`config.mk`:
```
export PLATFORM = sky130hd
export DESIGN_NAME = lsu
export DESIGN_NICKNAME = d
export VERILOG_FILES = /design/src/rtl/lsu_pkg.sv /design/src/rtl/lsu_align.sv /design/src/rtl/lsu.sv
export SDC_FILE = /design/constraint.sdc
export NUM_CORES = 1
export LEC_CHECK = 0
export CELL_PAD_IN_SITES_DETAIL_PLACEMENT = 0
export CELL_PAD_IN_SITES_GLOBAL_PLACEMENT = 2
export CORE_ASPECT_RATIO = 1.25
export CORE_MARGIN = 2
export CORE_UTILIZATION = 28
export DETAILED_ROUTE_END_ITERATION = 6
export GPL_ROUTABILITY_DRIVEN = 0
export PLACE_DENSITY = 0.82
export SKIP_LAST_GASP = 1
export SYNTH_ARGS = -nofsm -noshare
export SYNTH_HDL_FRONTEND = slang
export SYNTH_SLANG_ARGS = --single-unit
```
`constraint.sdc`:
```
create_clock -name clk_i -period 2.15 [get_ports clk_i]
set_input_delay 0.43 -clock clk_i [delete_from_list [all_inputs] [get_ports clk_i]]
set_output_delay 0.43 -clock clk_i [all_outputs]
set_load 0.05 [all_outputs]
```
`src/rtl/lsu_pkg.sv`:
```
// Shared types and encodings for the RV32I load/store unit.
package lsu_pkg;

  localparam int unsigned XLEN = 32;
  localparam int unsigned BE_W = XLEN / 8;

  localparam logic [2:0] FUNCT3_LB  = 3'd0;
  localparam logic [2:0] FUNCT3_LH  = 3'd1;
  localparam logic [2:0] FUNCT3_LW  = 3'd2;
  localparam logic [2:0] FUNCT3_LBU = 3'd4;
  localparam logic [2:0] FUNCT3_LHU = 3'd5;
  localparam logic [2:0] FUNCT3_SB  = 3'd0;
  localparam logic [2:0] FUNCT3_SH  = 3'd1;
  localparam logic [2:0] FUNCT3_SW  = 3'd2;

  typedef enum logic [1:0] {
    LSU_IDLE = 2'd0,
    LSU_REQ  = 2'd1,
    LSU_WAIT = 2'd2,
    LSU_DONE = 2'd3
  } lsu_state_e;

  // Data-bus request payload captured at accept time.
  typedef struct packed {
    logic              we;
    logic [XLEN-1:0]   addr;
    logic [BE_W-1:0]   be;
    logic [XLEN-1:0]   wdata;
  } dbus_req_t;

endpackage

```
`src/rtl/lsu_align.sv`:
```
// Combinational access checks, byte enables, store lane placement and load extension.
module lsu_align
  import lsu_pkg::*;
(
  input  logic            i_is_load,
  input  logic            i_is_store,
  input  logic [2:0]      i_funct3,
  input  logic [1:0]      i_addr_lo,
  input  logic [XLEN-1:0] i_wdata,
  input  logic [2:0]      i_ld_funct3,
  input  logic [1:0]      i_ld_addr_lo,
  input  logic [XLEN-1:0] i_rdata,
  output logic            o_err,
  output logic [BE_W-1:0] o_be,
  output logic [XLEN-1:0] o_wdata,
  output logic [XLEN-1:0] o_ld_data
);

  logic [7:0]  w_byte;
  logic [15:0] w_half;

  always_comb begin
    o_err = 1'b0;
    if (i_is_load) begin
      case (i_funct3)
        FUNCT3_LB, FUNCT3_LBU: o_err = 1'b0;
        FUNCT3_LH, FUNCT3_LHU: o_err = i_addr_lo[0];
        FUNCT3_LW:             o_err = |i_addr_lo;
        default:               o_err = 1'b1;
      endcase
    end else if (i_is_store) begin
      case (i_funct3)
        FUNCT3_SB: o_err = 1'b0;
        FUNCT3_SH: o_err = i_addr_lo[0];
        FUNCT3_SW: o_err = |i_addr_lo;
        default:   o_err = 1'b1;
      endcase
    end
  end

  // Size comes from funct3[1:0]; both be and lane data are replicated/shifted by it.
  always_comb begin
    o_be    = 4'b1111;
    o_wdata = i_wdata;
    case (i_funct3[1:0])
      2'd0: begin
        o_be    = BE_W'(4'b0001 << i_addr_lo);
        o_wdata = {4{i_wdata[7:0]}};
      end
      2'd1: begin
        o_be    = BE_W'(4'b0011 << i_addr_lo);
        o_wdata = {2{i_wdata[15:0]}};
      end
      default: begin
        o_be    = 4'b1111;
        o_wdata = i_wdata;
      end
    endcase
  end

  always_comb begin
    w_byte = i_rdata[7:0];
    case (i_ld_addr_lo)
      2'd0:    w_byte = i_rdata[7:0];
      2'd1:    w_byte = i_rdata[15:8];
      2'd2:    w_byte = i_rdata[23:16];
      default: w_byte = i_rdata[31:24];
    endcase
    w_half = i_ld_addr_lo[1] ? i_rdata[31:16] : i_rdata[15:0];
    case (i_ld_funct3)
      FUNCT3_LB:  o_ld_data = {{24{w_byte[7]}}, w_byte};
      FUNCT3_LH:  o_ld_data = {{16{w_half[15]}}, w_half};
      FUNCT3_LBU: o_ld_data = {24'd0, w_byte};
      FUNCT3_LHU: o_ld_data = {16'd0, w_half};
      default:    o_ld_data = i_rdata;
    endcase
  end

endmodule

```
`src/rtl/lsu.sv`:
```
// Load/store unit: one req/gnt/rvalid data-bus access at a time, stalling the pipeline while busy.
module lsu
  import lsu_pkg::*;
(
  input  logic            clk_i,
  input  logic            rst_n_i,
  input  logic            mem_read_i,
  input  logic            mem_write_i,
  input  logic [2:0]      funct3_i,
  input  logic [XLEN-1:0] addr_i,
  input  logic [XLEN-1:0] wdata_i,
  output logic            stall_o,
  output logic            valid_o,
  output logic [XLEN-1:0] rdata_o,
  output logic            err_o,
  output logic            dbus_req_o,
  output logic            dbus_we_o,
  output logic [XLEN-1:0] dbus_addr_o,
  output logic [BE_W-1:0] dbus_be_o,
  output logic [XLEN-1:0] dbus_wdata_o,
  input  logic            dbus_gnt_i,
  input  logic            dbus_rvalid_i,
  input  logic [XLEN-1:0] dbus_rdata_i
);

  lsu_state_e      r_state;
  lsu_state_e      w_state_nxt;
  dbus_req_t       r_req;
  logic [2:0]      r_funct3;
  logic [1:0]      r_addr_lo;
  logic [XLEN-1:0] r_rdata;

  logic            w_is_load;
  logic            w_is_store;
  logic            w_align_err;
  logic            w_idle;
  logic            w_accept;
  logic [BE_W-1:0] w_be;
  logic [XLEN-1:0] w_wdata;
  logic [XLEN-1:0] w_ld_data;

  // Read wins when decode raises both controls.
  assign w_is_load  = mem_read_i;
  assign w_is_store = mem_write_i & ~mem_read_i;
  assign w_idle     = (r_state == LSU_IDLE);
  assign err_o      = w_idle & w_align_err;
  assign w_accept   = w_idle & (w_is_load | w_is_store) & ~w_align_err;

  lsu_align u_align (
    .i_is_load    (w_is_load),
    .i_is_store   (w_is_store),
    .i_funct3     (funct3_i),
    .i_addr_lo    (addr_i[1:0]),
    .i_wdata      (wdata_i),
    .i_ld_funct3  (r_funct3),
    .i_ld_addr_lo (r_addr_lo),
    .i_rdata      (dbus_rdata_i),
    .o_err        (w_align_err),
    .o_be         (w_be),
    .o_wdata      (w_wdata),
    .o_ld_data    (w_ld_data)
  );

  always_ff @(posedge clk_i or negedge rst_n_i) begin
    if (!rst_n_i) begin
      r_state <= LSU_IDLE;
    end else begin
      r_state <= w_state_nxt;
    end
  end

  always_comb begin
    w_state_nxt = r_state;
    stall_o     = 1'b0;
    case (r_state)
      LSU_IDLE: begin
        if (w_accept) begin
          w_state_nxt = LSU_REQ;
          stall_o     = 1'b1;
        end
      end
      LSU_REQ: begin
        stall_o = 1'b1;
        if (dbus_gnt_i) w_state_nxt = r_req.we ? LSU_DONE : LSU_WAIT;
      end
      LSU_WAIT: begin
        stall_o = 1'b1;
        if (dbus_rvalid_i) w_state_nxt = LSU_DONE;
      end
      LSU_DONE: w_state_nxt = LSU_IDLE;
      default:  w_state_nxt = LSU_IDLE;
    endcase
  end

  // Bus payload is frozen from accept until the next accept.
  always_ff @(posedge clk_i or negedge rst_n_i) begin
    if (!rst_n_i) begin
      r_req     <= '0;
      r_funct3  <= 3'd0;
      r_addr_lo <= 2'd0;
      r_rdata   <= '0;
    end else begin
      if (w_accept) begin
        r_req.we    <= w_is_store;
        r_req.addr  <= {addr_i[XLEN-1:2], 2'b00};
        r_req.be    <= w_be;
        r_req.wdata <= w_wdata;
        r_funct3    <= funct3_i;
        r_addr_lo   <= addr_i[1:0];
      end
      if ((r_state == LSU_WAIT) && dbus_rvalid_i) r_rdata <= w_ld_data;
    end
  end

  assign valid_o      = (r_state == LSU_DONE);
  assign dbus_req_o   = (r_state == LSU_REQ);
  assign dbus_we_o    = r_req.we;
  assign dbus_addr_o  = r_req.addr;
  assign dbus_be_o    = r_req.be;
  assign dbus_wdata_o = r_req.wdata;
  assign rdata_o      = r_rdata;

endmodule

```
======== Yosys cells after proc, flatten, opt, wreduce, memory -nomap -nowiden ========
Index checks and enable logic that the tools add are counted.
word-level totals
  register bits after elaboration ......... 106
  input port bits ......................... 105
  output and inout bits ................... 105
  word-level logic and storage cells ...... 60
operators by class
  eq/ne operators ......................... 16
  shift-type cells ........................ 2
  muxes and demuxes ....................... 16
  bitwise logic cells ..................... 7
  reductions and logical operators ........ 11
operators with widths
  operator             count
  $pmux 32 s4          1
  $pmux 32 s2          1
  $pmux 8 s3           1
  $mux 16              1
  $eq 3x3->1 const B   4
  $pmux 2 s4           1
  $pmux 4 s2           1
  $reduce_or 2->1      4
  $eq 2x1->1 const B   3
  $eq 2x2->1 const B   3
  $eq 3x1->1 const B   2
  $logic_not 2->1      3
  $logic_not 3->1      2
  $mux 2               3
  $pmux 1 s3           2
  $and 1x1->1          4
  $mux 1               4
  $ne 2x1->1 const B   2
  $shl 1x2->4 const A  1
  $shl 2x2->4 const A  1
  $eq 3x2->1 const B   1
  $reduce_and 3->1     1
  $ne 2x2->1 const B   1
  $not 1->1            2
  3 further kinds      3

======== Longest topological paths before layout ========
Gate-level depths: netlist of the first run.
  word-level depth ........................ 8
  gate-level depth with buffers ........... 8
  gate-level depth less buffers ........... 6

======== Modules after synthesis ========
A second synthesis of the first run with hierarchy kept.
unflattened totals
  cells, all modules ...................... 438
  area total of the unflattened synthesis .. 5,270.1 um^2
modules (own cells, without submodules)
  module     times used  cells an instance  area each (um^2)  seq. area each (um^2)
  lsu        1           247                4,130.2           2,652.5
  lsu_align  1           191                1,139.8           0.0

======== Worst setup path after synthesis of the first run ========
Ideal clock, no wire load.
  kind .................................... input -> output
  start point ............................. input port funct3_i[0]
  end point ............................... output port stall_o
  arrival ................................. 1,855 ps
  required time ........................... 1,720 ps
  path slack .............................. -135 ps
  cell stages on the path ................. 7
  buffers on the path ..................... 3
  path through ............................ buf_6 -> nor4_2 -> a21o_2 -> nor2b_4 -> buf_12 -> buf_12 -> o21ba_1
between the ends
  word-level cells in the longest chain between the ends .. 8
  elaborated cells between the ends (all ways) .. 15
  those cells by class .................... eq/ne: 4; mux: 6; bitwise: 2; reduce/logical: 3
ends and longest elaborated chain
  item                                           line                              RTL
  from (decl)                                    lsu.sv:9                          input logic [2:0] funct3_i,
  $eq 3x2->1, or another cell as far along       lsu_align.sv:25, lsu_align.sv:32
  $pmux 1 s3 or $reduce_or 2->1 (tied branches)  lsu_align.sv:32, lsu_align.sv:25
  $mux 1 or $pmux 1 s3 (tied branches)           lsu_align.sv:31, lsu_align.sv:25
  $mux 1 *                                       lsu_align.sv:24                   if (i_is_load) begin
  $not 1->1 *                                    lsu.sv:47                         assign w_accept = w_idle & (w_is_load | w_is_store) & ~w_align_err;
  $and 1x1->1 *                                  lsu.sv:47
  $mux 1 *                                       lsu.sv:77                         if (w_accept) begin
  $pmux 1 s2 *                                   lsu.sv:75                         case (r_state)
  to (decl)                                      lsu.sv:12                         output logic stall_o,
Every way passes the cells marked *; elsewhere a longest branch is shown, timed or not.

======== Worst setup path after layout of the first run ========
  start point ............................. register r_state[1]
  end point ............................... output port stall_o
between the ends
  word-level cells in the longest chain between the ends .. 5
  elaborated cells between the ends (all ways) .. 8
  those cells by class .................... eq/ne: 2; mux: 2; bitwise: 2; reduce/logical: 2
ends and longest elaborated chain
  item                       line                  RTL
  from (decl)                lsu.sv:26             lsu_state_e r_state;
  from (signal assigned)     lsu.sv:68             r_state <= w_state_nxt;
  $logic_not 2->1            lsu.sv:45, lsu.sv:75
  $and 1x1->1 (2 in series)  lsu.sv:47
  $mux 1                     lsu.sv:77
  $pmux 1 s2 *               lsu.sv:75
Marks and branches as above.

==> results of run 1 <==
[power groups by stage]
stage | sequential, mW | clock, mW | combinational (mW)
2_1_floorplan | 6.87 | 0 | 2.76
3_3_place_gp | 3.80 | 0 | 8.84
3_5_place_dp | 3.80 | 0 | 8.94
4_1_cts | 3.79 | 1.66 | 8.99
5_1_grt | 3.93 | 1.74 | 9.41
6_report | 3.79 | 1.60 | 8.99
[area by class of cell]
class                           count  area share [%]
Inverter                            6           0.267
Antenna cell                        1          0.0297
Multi-Input combinational cell    285            30.8
Clock buffer                        9            2.67
Tap cell                          265            3.93
Clock inverter                      7           0.608
Timing Repair Buffer              254            30.3
Sequential cell                   106            31.4
[synth_stat cells (2+ instances only)]
cell	number	area (um^2)
ha_1	4	50.1
nand3b_1	9	67.6
inv_1	6	22.5
buf_2	5	25.0
clkbuf_1	15	56.3
mux2_1	3	33.8
buf_4	2	15.0
o211ai_1	16	120
a31oi_1	5	31.3
nor2_1	4	15.0
mux2_4	69	1040
buf_12	8	160
nand2_1	18	67.6
o21ai_0	24	120
a211oi_1	8	60.1
mux2_2	24	270
mux2i_1	8	80.1
o21ai_1	19	95.1
o21bai_1	2	15.0
o21a_1	2	15.0
a21oi_1	27	135
dfrtp_1	106	2650
nand2b_1	3	18.8
and3b_1	7	61.3
nor3_1	9	45.0
o221a_2	7	78.8
[metal layers]
layer / GRT usage, % / routed length (um) / part of all wire (%) / up-vias
met5: 0 / 0 / 0 / -
met4: 4.74 / 261 / 1.6 / 0
met3: 4.66 / 1280 / 7.7 / 20
met2: 26.7 / 8360 / 50 / 164
met1: 19.9 / 6660 / 40 / 2144
li1: - / - / - / 2034
[kinds of logic after synthesis]
family,count (synthesis),synth area share (%)
compound gates,116,13.1
flops,106,48.1
mux,105,26.2
simple gates,58,6.27
buf+inv,38,5.33
fa+ha+maj,4,0.908
other cells,1,0.0680
[state kept, by name (all words and copies together), names as in the netlist]
| name | flops |
|---|---|
| r_addr_lo | 2 |
| dbus_we_o | 1 |
| rdata_o | 32 |
| dbus_addr_o | 30 |
| r_state | 2 |
| dbus_wdata_o | 32 |
| dbus_be_o | 4 |
| r_funct3 | 3 |
[path summary, 6_finish.rpt]
check                                        startpoint                            to  slack [ns]  cells past startpoint
max in group asynchronous                       rst_n_i   dbus_addr_o[16]$_DFFE_PN0P_        1.39                      2
hold / removal                                  rst_n_i  dbus_wdata_o[28]$_DFFE_PN0P_        0.09                      1
hold reg to reg            dbus_wdata_o[28]$_DFFE_PN0P_  dbus_wdata_o[28]$_DFFE_PN0P_        0.52                      1
setup reg to reg                 r_state[0]$_DFFE_PN0P_        r_state[1]$_DFFE_PN0P_        0.24                      6
setup / recovery                 r_state[1]$_DFFE_PN0P_                       stall_o        0.07                      7
min in group clk_i                           mem_read_i         dbus_we_o$_DFFE_PN0P_        0.47                      2
[worst register-to-register path, stage by stage (launching register included)]
cell and delay [ns]:
dfrtp_1 0.40, buf_4 0.14, buf_4 0.14, ha_1 0.23
a22oi_1 0.21, nor3b_1 0.33, mux2_1 0.35
[what timing repair did]
| action | in CTS | in global routing |
|---|---|---|
| resized for setup | 6 | 6 |
| gates cloned | 0 | 0 |
| hold endpoints to repair | 0 | 0 |
| pin swaps | 1 | 2 |
| setup endpoints to repair | 2 | 2 |
| setup buffers | 6 | 3 |
[cells in the final DEF, fill, tap and decap left out, types with 7 or more instances in the layout]
master,instances
mux2i_1,8
nand2_1,18
and3b_1,7
nor3_1,9
o21ai_1,19
dfrtp_1,106
o211ai_1,16
mux2_2,24
nand3b_1,9
mux2_4,69
a21oi_1,27
clkbuf_16,9
clkdlybuf4s50_1,194
a211oi_1,8
o21ai_0,24
o221a_2,7
buf_12,12
buf_4,42
[metrics by stage]
step	hold slack, ns	setup slack (ns)	cell area (um^2)	std cells	setup TNS, ns
floorplan	0.134	0.0601	5520	429	0
global placement	0.462	-0.172	8070	907	-11.08
detailed placement	0.476	-0.227	8070	907	-14.80
CTS	0.0869	0.00716	8390	929	0
global route	0.108	0.0126	8440	933	0
finish	0.0856	0.0699	8440	933	0
==> flow_summary.json, run 1 <==
{
  "die-area_mm2": 0.0208,
  "drt_iter0_markers": 185,
  "synth_top_flop_cell": "dfrtp_1",
  "seq_power_share_pct": 26.4,
  "cp_max_fo": 5,
  "finalHoldViolCount": 0,
  "regArea_mm2": 0.00265,
  "cpPeakStageDelay_ns": 0.43,
  "critical_path_class": "reg2out",
  "critPathSlowestCell": "dfrtp_1",
  "worstSkewPairLatency_ns": 0.35,
  "ys_types": 44,
  "vias_per_cell": 4.68,
  "antenna_found_initial": 1,
  "required_ns": 1.72,
  "grt_max_degree": 48,
  "multiInputGateArea_mm2": 0.00260,
  "worstMarginPinSlew_ns": 0.851,
  "grt_first_pass_wirelength_um": 26000,
  "cts_root_buf": "clkbuf_16",
  "arrival_ns": 1.65,
  "area_growth_syn_to_layout_pct": 53.1,
  "period_share_pct": 96.7,
  "clkPwrFrac_pct": 11.1,
  "cts_tree": "built",
  "drt-total-wl_um": 16600,
  "dp.final_hpwl_um": 12300,
  "ant_nets": 0,
  "p_sw_share_pct": 47.8,
  "dieHeight_um": 161,
  "path_buf_inv": 3,
  "drv_cap": 0,
  "async_flop_share_pct": 100,
  "ios": 210,
  "p_sw_mw": 6.87,
  "portBuffers": 207,
  "report.final.slew_viol_count": 0,
  "p_comb_share_pct": 62.5,
  "std_cell_rows": 57,
  "p_leak_nw": 3.52,
  "cts_buffers": 9,
  "dieWidth_um": 129,
  "p_total_mw": 14.4,
  "internal-power_mw": 7.51,
  "clkSinkCount": 106,
  "drive_gt1_share_pct": 27.4,
  "globalRouteTotalUtil_pct": 16.0,
  "outcome": "finished, final reports clean",
  "crit_chain": "inv_2 -> ha_4 -> o21ai_0 -> buf_4 -> nor2b_4 -> o21ba_4 -> buf_12",
  "synth.avg_cell_area_um2": 12.9,
  "netlist_area_mm2": 0.00551,
  "fillers": 1817,
  "cts-hold-fix-buffers": 0,
  "clock_skew_ns": 0.0119,
  "final-setup-viol-count": 0,
  "synth-edff-count": 0,
  "power_density_mw_per_mm2": 1700,
  "h-tree-depth": 3,
  "critical_path.top_delay_family": "flip-flops",
  "rsz0062_at_grt": "false",
  "fin_nets": 771,
  "startpoint_type": "register",
  "syn_inst": 428,
  "yosysWarnings": 0,
  "ys_seq_elements": 106,
  "start_util_pct": 28.4,
  "vias": 4362,
  "yosysSeqAreaShare_pct": 48.1,
  "core_mm2": 0.0194,
  "timing.fmax_mhz": 481,
  "clk_path_buf_depth": 2,
  "clkTransAtPathRegs_ns": 0.07,
  "avgRoutedWirePerCell_um": 17.8,
  "hold_path_class": "in2async",
  "crit_path_end_kind": "output pin",
  "fin_crit_ns": 2.08,
  "drc": 0,
  "utilization_pct": 43.5,
  "first_pass_iters": 4,
  "peakVddDrop_mv": 0.985,
  "gr-total-overflow": 0,
  "slew_headroom_pct": 43.2,
  "first_global_vias": 4747
}
Power figures use the tool's default switching activity.
==> run 2, diff against run 1 <==
--- a/constraint.sdc
+++ b/constraint.sdc
@@ -3,2 +3,2 @@
 set_output_delay 0.43 -clock clk_i [all_outputs]
-set_load 0.05 [all_outputs]
+set_load 0.02 [all_outputs]
==> run 2 against run 1 <==
Net effect: register-to-register slack worse by 0.12 ns; global-route usage is 0.077 points higher; combinational power is 27% lower; count of clock-buffer cells in the layout stayed put; critical endpoint unchanged; hold slack better by 0.43 ns; final cell count is 1.2% lower; via count stayed put; maximum frequency is 0.23% lower; routed wire length is 0.99% higher; clock power is 10% higher; sequential share of layout area is 0.29 points higher.
==> flow_summary.json, run 2 (synthesized netlist as in run 1, its figures left out) <==
{
  "outcome": "finished, final reports clean",
  "dp.final_hpwl_um": 12100,
  "dpl_cell_area_mm2": 0.00795,
  "dieWidth_um": 129,
  "start_util_pct": 28.4,
  "core_mm2": 0.0194,
  "required_ns": 1.72,
  "fin_ws_ns": 0.0651,
  "cts_buffers": 9,
  "timing.fmax_mhz": 480,
  "ios": 210,
  "ant_nets": 0,
  "finalHoldViolCount": 0,
  "gr-total-overflow": 0,
  "period_share_pct": 97.0,
  "drive_gt1_share_pct": 25.0,
  "antenna_found_initial": 0,
  "std_cell_rows": 57,
  "fillers": 1848,
  "cts_root_buf": "clkbuf_16",
  "slew_headroom_pct": 59.1,
  "stdcell_count": 922,
  "p_total_mw": 12.1,
  "portBuffers": 207,
  "drv_cap": 0,
  "avgRoutedWirePerCell_um": 18.1,
  "final_cell_area_mm2": 0.00836,
  "final-setup-viol-count": 0,
  "worstMarginPinSlew_ns": 0.614,
  "crit_path_end_kind": "output pin",
  "clkTransAtPathRegs_ns": 0.07,
  "die-area_mm2": 0.0208,
  "arrival_ns": 1.65,
  "report.final.slew_viol_count": 0,
  "clock_skew_ns": 0.00944,
  "clkSinkCount": 106,
  "dp.cells": 901,
  "dieHeight_um": 161,
  "p_leak_nw": 3.50,
  "critical_path_class": "in2out",
  "fin_crit_ns": 2.08,
  "final_cell_mix": "198 x clkdlybuf4s50_1, 106 x dfrtp_1, 69 x mux2_4",
  "cts_tree": "built",
  "peakVddDrop_mv": 0.657,
  "drc": 0,
  "fin_nets": 761,
  "first_global_vias": 4701,
  "worstSkewPairLatency_ns": 0.36,
  "first_pass_iters": 4,
  "globalRouteTotalUtil_pct": 16.0,
  "h-tree-depth": 3,
  "vias": 4362,
  "hold_path_class": "reg2reg",
  "regArea_mm2": 0.00265,
  "clk_path_buf_depth": 2,
  "grt_max_degree": 34,
  "vias_per_cell": 4.73,
  "drt-total-wl_um": 16700,
  "layout_commonest_cell": "clkdlybuf4s50_1",
  "multiInputGateArea_mm2": 0.00258,
  "drt_iter0_markers": 212,
  "area_growth_syn_to_layout_pct": 51.7,
  "antenna_cells": 0,
  "cp_max_fo": 3,
  "power_density_mw_per_mm2": 1450,
  "grt_first_pass_wirelength_um": 26000,
  "startpoint_type": "input pin",
  "hold_ws_ns": 0.514,
  "pre_cts_slack_ns": -0.567
}
==> run 2: final cells by class <==
class	count	area share (%)
Clock buffer	9	2.69
Clock inverter	7	1.00
Inverter	6	0.269
Multi-Input combinational cell	285	30.9
Sequential cell	106	31.7
Tap cell	265	3.97
Timing Repair Buffer	244	29.5
==> run 2: layer usage <==
layer,vias up,GRT usage (%),routed length [um]
met3,32,3.76,1140
met1,2126,19.1,6740
li1,2025,-,-
met5,-,0,0
met4,0,7.62,507
met2,179,27.1,8350
==> run 2: worst paths after layout <==
kind	start	endpoint	slack, ns	depth (start not counted)
worst max-delay path	funct3_i[1]	stall_o	0.07	6
worst min-delay path	dbus_be_o[3]$_DFFE_PN0P_	dbus_be_o[3]$_DFFE_PN0P_	0.51	1
worst max register to register	r_state[0]$_DFFE_PN0P_	dbus_be_o[3]$_DFFE_PN0P_	0.12	8
worst min register to register	dbus_be_o[3]$_DFFE_PN0P_	dbus_be_o[3]$_DFFE_PN0P_	0.51	1
max in group asynchronous	rst_n_i	dbus_addr_o[4]$_DFFE_PN0P_	0.98	3
min in group asynchronous	rst_n_i	dbus_addr_o[20]$_DFFE_PN0P_	0.53	2
==> run 2: critical path: stages <==
cell and delay (ns):
clkdlybuf4s50_1 0.52, a21oi_2 0.05, a21o_2 0.21, nor2b_4 0.13
o21ba_1 0.16, buf_4 0.15
==> run 2: timing repair <==
item	in CTS	in global routing
pin swaps	0	2
cloned	2	0
setup buffers	0	2
setup endpoints to repair	69	61
resized for setup	13	6
hold buffers	1	0
endpoints found under the hold margin	24	0
==> run 2: where the power goes <==
| group | leakage [nW] | switching, mW | internal [mW] |
|---|---|---|---|
| combinational | 2.09 | 3.01 | 3.58 |
| clock | 0.149 | 0.836 | 0.928 |
| sequential | 1.26 | 0.746 | 3.01 |
| total | 3.50 | 4.59 | 7.52 |
==> run 2: per-stage QoR <==
step | TNS, ns | utilization, %
after floorplan | 0 | -
after global placement | -33.89 | 41.0
after detailed placement | -36.55 | 41.0
after CTS | -2.25 | 42.9
after global routing | -0.0213 | 43.1
final | 0 | 43.1
==> run 3, diff against run 2 <==
Settings changed: GPL_ROUTABILITY_DRIVEN 0 to default, REMOVE_ABC_BUFFERS from default to 1.
==> run 3 against run 2 <==
Net effect: core utilization is 0.62 points lower; total power down 2.3%; design area fell by 1.4%; count of clock-buffer cells in the layout did not move; largest cell class unchanged; register-to-register slack improved by 0.13 ns; sequential power about the same.
==> flow_summary.json, run 3 (synthesized netlist as in run 1, its figures left out) <==
{
  "critPathLaunch": "addr_i[1]",
  "gr-total-overflow": 0,
  "cp_max_fo": 4,
  "fin_ws_ns": 0.0253,
  "clock_skew_ns": 0.00752,
  "crit_path_end_kind": "output pin",
  "h-tree-depth": 3,
  "period_share_pct": 98.8,
  "critical_path.top_delay_family": "buffers and inverters",
  "power_density_mw_per_mm2": 1440,
  "fin_crit_ns": 2.12,
  "drive_gt1_share_pct": 24.6,
  "die-area_mm2": 0.0208,
  "required_ns": 1.72,
  "worstRegToRegCells": 7,
  "std_cell_rows": 57,
  "report.final.slew_viol_count": 0,
  "dieWidth_um": 129,
  "use_met1_pct": 19.1,
  "endpoint": "stall_o",
  "finalHoldViolCount": 0,
  "startpoint_type": "input pin",
  "drc": 0,
  "rsz0062_at_grt": "true",
  "ant_nets": 0,
  "grt_use_met3_pct": 4.73,
  "ios": 210,
  "avgRoutedWirePerCell_um": 18.0,
  "grt_first_pass_wirelength_um": 25200,
  "routabilityCongestion": 0.812,
  "area_growth_syn_to_layout_pct": 49.5,
  "outcome": "finished, final reports clean",
  "final-setup-viol-count": 0,
  "clkSinkCount": 106,
  "hold_path_class": "in2async",
  "timing.fmax_mhz": 471,
  "arrival_ns": 1.69,
  "peakVddDrop_mv": 0.608,
  "fillers": 1873,
  "r2r-end": "dbus_wdata_o[3]$_DFFE_PN0P_",
  "clkTransAtPathRegs_ns": 0.07,
  "dp.cells": 902,
  "critPathSlowestCell": "clkdlybuf4s50_1",
  "cpPeakStageDelay_ns": 0.53,
  "p_leak_nw": 3.42,
  "antenna_found_initial": 2,
  "final_cell_mix": "198 x clkdlybuf4s50_1, 106 x dfrtp_1, 69 x mux2_4",
  "drt_iter0_markers": 185,
  "portBuffers": 207,
  "first_pass_iters": 4,
  "pre_cts_slack_ns": -0.550,
  "globalRouteTotalUtil_pct": 15.6,
  "slew_headroom_pct": 44.4,
  "critical_path_class": "in2out",
  "clk_path_buf_depth": 2,
  "drt-total-wl_um": 16500,
  "start_util_pct": 28.4,
  "r2r_slack_ns": 0.25,
  "worstSkewPairLatency_ns": 0.34,
  "grt_max_degree": 43,
  "path_buf_inv": 2,
  "regArea_mm2": 0.00265,
  "first_global_vias": 4535,
  "cts_tree": "built",
  "dp.final_hpwl_um": 12400,
  "p_total_mw": 11.8,
  "r2r-start": "r_state[0]$_DFFE_PN0P_",
  "busiest_layer": "met2",
  "hold_ws_ns": 0.101,
  "worstMarginPinSlew_ns": 0.832,
  "cts_buffers": 9,
  "stdcell_count": 920,
  "vias": 4317,
  "drv_cap": 0,
  "path_depth": 6,
  "multiInputGateArea_mm2": 0.00258,
  "cts-hold-fix-buffers": 0,
  "layout_commonest_cell": "clkdlybuf4s50_1",
  "core_mm2": 0.0194,
  "vias_per_cell": 4.69,
  "fin_nets": 758,
  "crit_chain": "clkdlybuf4s50_1 -> nor4_4 -> a21o_2 -> nor2b_4 -> o21ba_1 -> buf_4",
  "cts_root_buf": "clkbuf_16",
  "dieHeight_um": 161,
  "use_met2_pct": 26.4
}
run 3: changes by cell type in the layout (fill, tap and decap cells not counted), sizes merged:
cell / previous run / this run
buf: 38 / 36
bufbuf: 1 / 0
bufinv: 1 / 0
clkbuf: 9 / 10
clkinvlp: 1 / 4
diode: 0 / 1
dlygate4sd2: 2 / 5
dlygate4sd3: 1 / 0
dlymetal6s2s: 4 / 1
inv: 10 / 8
run 3: final cells by class:
class	count	share of cell area (%)
Sequential cell	106	32.2
Multi-Input combinational cell	285	31.3
Timing Repair Buffer	241	28.8
Tap cell	265	4.02
Clock buffer	9	2.73
Clock inverter	7	0.638
Inverter	6	0.273
Antenna cell	1	0.0304
run 3: where the power goes:
part           total, mW  internal (mW)  switching, mW
Combinational       6.51           3.54           2.97
Clock               1.58          0.793          0.790
Sequential          3.74           3.01          0.731
run 3: how the worst min path moves through the flow:
stage | start | endpoint | slack, ns | cells after the start
CTS | rst_n_i | rdata_o[13]$_DFFE_PN0P_ | 0.1 | 1
global route | rst_n_i | rdata_o[13]$_DFFE_PN0P_ | 0.13 | 1
global placement | rst_n_i | rdata_o[14]$_DFFE_PN0P_ | 0.47 | 1
floorplan | rst_n_i | dbus_addr_o[10]$_DFFE_PN0P_ | 0.13 | 0
finish | rst_n_i | rdata_o[13]$_DFFE_PN0P_ | 0.10 | 1
detailed placement | rst_n_i | rdata_o[13]$_DFFE_PN0P_ | 0.48 | 1
run 3: worst register-to-register path: cells and delay by family (launching register included):
| kind | cells | cell delay [ns] |
|---|---|---|
| buffers and inverters | 3 | 0.49 |
| multiplexers | 1 | 0.39 |
| flip-flops | 1 | 0.38 |
| adder cells (fa/ha/maj) | 1 | 0.19 |
| AO/OA/AOI/OAI | 1 | 0.18 |
| AND/OR/NAND/NOR | 1 | 0.16 |
run 3: layer usage:
| layer | share of wire (%) | up-vias |
|---|---|---|
| met2 | 49 | 186 |
| met4 | 1.8 | 2 |
| met5 | 0.079 | - |
| met3 | 8.0 | 26 |
| met1 | 41 | 2097 |
| li1 | - | 2006 |
run 3: per-stage QoR:
step	utilization (%)	instance area, um^2	setup TNS (ns)
floorplan	-	5240	-66.54
global route	42.5	8240	-0.0157
CTS	42.4	8230	0
detailed placement	41.0	7960	-22.83
finish	42.5	8240	0
global placement	41.0	7960	-20.66
run 3: what timing repair did:
| item | in CTS | in global routing |
|---|---|---|
| pin swaps | 2 | 0 |
| resized for setup | 11 | 4 |
| setup endpoints to repair | 3 | 3 |
| setup buffers | 1 | 0 |
